### config.mk
export PLATFORM = sky130hd
export DESIGN_NAME = disp_mux_ctrl
export DESIGN_NICKNAME = d
export VERILOG_FILES = /design/src/rtl/disp_pkg.sv /design/src/rtl/mod_m_counter.sv /design/src/rtl/disp_mux_ctrl.sv
export SDC_FILE = /design/constraint.sdc
export NUM_CORES = 1
export LEC_CHECK = 0
export BUFFER_PORTS_ARGS = -buffer_cell sky130_fd_sc_hd__buf_2
export CORE_MARGIN = 3
export CORE_UTILIZATION = 35
export CTS_CLUSTER_DIAMETER = 80
export CTS_CLUSTER_SIZE = 14
export DETAILED_ROUTE_END_ITERATION = 8
export SYNTH_ARGS = -nofsm -noshare
export SYNTH_HDL_FRONTEND = slang
export SYNTH_SLANG_ARGS = --single-unit
### constraint.sdc
create_clock -name clk -period 2.9 [get_ports clk]
set_input_delay 0.435 -clock clk [delete_from_list [all_inputs] [get_ports clk]]
set_output_delay 0.435 -clock clk [all_outputs]
set_load 0.01 [all_outputs]
### src/rtl/disp_pkg.sv
// Shared constants and helpers for the four-digit 7-segment scan controller.
// Patterns and anode enables are active-low throughout.
package disp_pkg;

  localparam logic [7:0] SSEG_BLANK = 8'hFF;
  localparam logic [3:0] AN_OFF     = 4'b1111;
  localparam int         NUM_DIGITS = 4;

  typedef enum logic {
    PH_DEAD = 1'b0,
    PH_ON   = 1'b1
  } phase_t;

  // Active-low one-cold anode enable for a digit index.
  function automatic logic [3:0] an_select(input logic [1:0] idx);
    an_select = AN_OFF & ~(4'b0001 << idx);
  endfunction

endpackage

### src/rtl/mod_m_counter.sv
// Wrap-around counter from 0 to M-1 with a max_tick flag while holding M-1.
// max_tick is combinational so the caller can act on the wrapping edge itself.
module mod_m_counter #(
  parameter int N = 16,
  parameter int M = 2 ** N
) (
  input  logic         clk,
  input  logic         reset_n,
  output logic [N-1:0] q,
  output logic         max_tick
);

  localparam logic [N-1:0] LAST = N'(M - 1);

  always_ff @(posedge clk) begin
    if (!reset_n) begin
      q <= '0;
    end else if (q == LAST) begin
      q <= '0;
    end else begin
      q <= q + 1'b1;
    end
  end

  assign max_tick = (q == LAST);

endmodule

### src/rtl/disp_mux_ctrl.sv
// Time-multiplexed scan of four 7-segment digits over one shared segment bus,
// with per-slot dead-time and a per-frame snapshot of the digit inputs.
module disp_mux_ctrl
  import disp_pkg::*;
#(
  parameter int N   = 16,
  parameter int GAP = 64
) (
  input  logic       clk,
  input  logic       reset_n,
  input  logic [7:0] in0,
  input  logic [7:0] in1,
  input  logic [7:0] in2,
  input  logic [7:0] in3,
  input  logic [3:0] blank,
  output logic [3:0] an,
  output logic [7:0] sseg,
  output logic       frame_tick
);

  localparam logic [N-1:0] GAP_CNT = N'(GAP);

  logic [N-1:0] cnt;
  logic         slot_end;
  logic [1:0]   idx;
  logic         frame_end;
  logic [7:0]   sh_in [NUM_DIGITS];
  logic [3:0]   sh_blank;
  phase_t       phase;
  logic [3:0]   an_next;
  logic [7:0]   sseg_next;

  mod_m_counter #(
    .N(N)
  ) u_slot_cnt (
    .clk      (clk),
    .reset_n  (reset_n),
    .q        (cnt),
    .max_tick (slot_end)
  );

  assign frame_end = slot_end && (idx == 2'd3);

  // Outputs are decided from the current (idx, cnt) and the current snapshot,
  // so the boundary edge still shows digit 3 from the old frame.
  always_comb begin
    phase     = (cnt < GAP_CNT) ? PH_DEAD : PH_ON;
    an_next   = AN_OFF;
    sseg_next = SSEG_BLANK;
    if (phase == PH_ON && !sh_blank[idx]) begin
      an_next   = an_select(idx);
      sseg_next = sh_in[idx];
    end
  end

  always_ff @(posedge clk) begin
    if (!reset_n) begin
      idx        <= 2'd0;
      an         <= AN_OFF;
      sseg       <= SSEG_BLANK;
      frame_tick <= 1'b0;
      sh_blank   <= AN_OFF;
      for (int i = 0; i < NUM_DIGITS; i++) sh_in[i] <= SSEG_BLANK;
    end else begin
      an         <= an_next;
      sseg       <= sseg_next;
      frame_tick <= frame_end;
      if (slot_end) idx <= idx + 2'd1;
      if (frame_end) begin
        sh_in[0] <= in0;
        sh_in[1] <= in1;
        sh_in[2] <= in2;
        sh_in[3] <= in3;
        sh_blank <= blank;
      end
    end
  end

endmodule

==> reports/metrics.cfg <==
[timing]
fin_tns_setup_ns = 0
setup_viol = 0
slew-limit-headroom = 0.5257
fin_crit_sh = 0.7203
slew_violations = 0
worst_pin_slew_ns = 0.7091
fin_ws_ns = 0.8110
worst_clock_skew_ns = 0.009857
hold_viol = 0
min_period_ns = 2.089
rsz0062_at_grt = no
max_freq_ghz = 0.4787

[power]
combPwrFrac = 0.030
ir_drop_mv = 0.2932
internal_power_mw = 1.432
finalPower_mw = 1.794
p_sw_mw = 0.3614
p_seq_frac = 0.557
swShare = 0.2015
clockPowerShare = 0.413
p_leak_nw = 1.089
power-per-cell-area_nw_per_um2 = 536.4

[synth]
syn-cell-area_sq_um = 2801
postSynthAreaPerCell_sq_um = 13.03
synthesis.nets = 258
synthTopCellsByArea = edfxtp_1 (34%), dfxtp_1 (25%), nand2b_1 (7.8%)
synth_cell_types = 30
synthFlopType = dfxtp_1
async_flop_share = 0
yosys_warnings = 0
synthCells = 215
yosys.area.top_type = edfxtp_1
yosysSeqAreaShare = 0.5931
ys_ff_latch = 67
synth_edf_count = 32
synth_top_cell_area_share = 0.3430

[die]
start_util = 0.3723
die_area_sq_um = 9114
die_x_microns = 95.47
die_y_microns = 95.47
io_pins = 51
row_count = 31
coreArea_sq_um = 7525

[worst_setup_path]
worstSetupEndpoint = sh_in[1][3]
reg2reg_from = u_slot_cnt.q[10]
r2r_end = sh_in[1][3]
required_ns = 2.89
critPathLaunch = u_slot_cnt.q[10]
reg2reg_slack_ns = 0.81
crit_arrival_ns = 2.08
critPathCaptureType = flop
path_max_fanout = 32
critPathKind = flop to flop
rr_worst_depth = 4
cp-start-kind = flop

[cts]
cts_hold_buf = 0
cts_setup_buffers = 0
cts_tree = yes
clock_path_buffers = 2
h-tree-depth = 3
clk_pin_slew_worst_paths_ns = 0.07
root_buffer = clkbuf_8
cts_num_sinks = 67
cts_resized = 0
clock_latency_ns = 0.34
cts_buffers = 9

[min_path]
hold_class = primary input to flop

[global_routing]
grt_usage = 0.1270
grt_overflow = 0
grt_pass1_wl_microns = 8500
antenna_found_initial = 0
grt_max_degree = 34
grt_pass1_vias = 1758

[routing]
post_drt_wl_per_cell_microns = 13.54
postRouteWirelength_microns = 5091
drc = 0
vias = 1719
vias_per_cell = 4.572
ant_nets = 0
dr.pass1.iters = 4
drt_iter0_markers = 65

[placement]
dp_slack_ns = 0.8047
port_buffers = 50
place.detailed.hpwl_microns = 3425
gp_congestion = 0.7607

[final_layout]
fin_util = 0.4445
fill_cells = 706
layout.nets = 315
diodes = 0
syn_to_final_growth_pct = 19.38
layout-drive-gt1-share = 0.2996

[flow_run]
maxCapViolCount = 0

[status]
outcome = finished clean

cells in the mapped netlist, drive strengths merged (2+ instances only):
cell type,number
a21oi,2
buf,5
clkbuf,3
dfxtp,35
edfxtp,32
ha,5
inv,6
mux2i,6
mux4,9
nand2,13
nand2b,35
nand3,4
nand4,6
nor2,16
nor3,4
nor4,5
o21ai,2
or3,10
or4,2
xnor2,8
xor2,4
cells by family after synthesis:
kind of cell,synth area share
AND/OR/NAND/NOR,0.2090
flip-flops,0.5931
multiplexers,0.09379
buffers and inverters,0.02724
XOR/XNOR,0.03752
AO/OA/AOI/OAI,0.01697
adder cells (fa/ha/maj),0.02233
worst min-delay path by stage:
stage,start,end,slack (ns),cells past startpoint
detailed placement,sh_blank[0],sh_blank[0],0.46,2
finish,blank[1],sh_blank[1],0.32,3
CTS,blank[1],sh_blank[1],0.30,3
global placement,u_slot_cnt.q[0],u_slot_cnt.q[0],0.45,1
floorplan,sh_blank[2],sh_blank[2],0.44,2
global route,blank[2],sh_blank[2],0.32,3
layout make-up:
type / count / area [sq um] / area share
timing repair buffer: 54 / 280.3 / 0.08380
clock inverter: 1 / 5.005 / 0.001496
multi-input combinational: 134 / 1064 / 0.3180
tap: 99 / 123.9 / 0.03704
sequential: 67 / 1662 / 0.4968
clock buffer: 15 / 187.7 / 0.05612
inverter: 6 / 22.52 / 0.006734
registers in the layout (all words and copies together), names as in the netlist:
name and flops:
an 4, sseg 8, sh_blank 4, u_slot_cnt.q 16, sh_in 32, frame_tick 1
idx 2
cells in the final DEF (no fill, tap or decap), types with 2 or more instances in the layout:
master	n
xor2_1	4
clkbuf_8	11
a21oi_1	2
nand3_1	4
nor4_4	2
nand2_1	13
o21ai_0	2
mux4_2	9
edfxtp_1	32
nor4_1	3
ha_1	5
buf_2	50
mux2i_1	6
nand2b_1	35
nand4_1	5
or3_1	10
nor2_1	15
dfxtp_1	35
nor3_1	4
xnor2_1	8
clkbuf_1	3
buf_4	4
inv_1	6
through the flow:
step	cell area, sq um	instances	hold WS, ns
floorplan	2801	215	0.4358
global placement	3152	360	0.4543
detailed placement	3152	360	0.4601
CTS	3344	376	0.3029
global route	3344	376	0.3202
finish	3344	376	0.3179
per-layer routing:
| layer | wire (microns) | global-route usage | vias to the layer above |
|---|---|---|---|
| met5 | 0 | 0 | - |
| met4 | 78 | 0.04621 | 0 |
| met3 | 361 | 0.05525 | 12 |
| met2 | 2359 | 0.2006 | 45 |
| met1 | 2292 | 0.1542 | 790 |
| li1 | - | - | 872 |
power by group through the flow:
stage / Clock (mW) / Combinational (mW) / Sequential, mW
after floorplan: 0 / 0.0250 / 1.02
after global placement: 0 / 0.0551 / 1.02
after detailed placement: 0 / 0.0549 / 1.02
after CTS: 0.755 / 0.0549 / 0.998
after global routing: 0.792 / 0.0621 / 0.999
final: 0.742 / 0.0537 / 0.998
critical path, stage by stage, from the launching register on:
cell and delay, ns:
dfxtp_1 0.48, nand4_4 0.21, nor4_4 0.51, nand2b_1 0.16
buf_4 0.36
(Power assumes the default switching activity.)
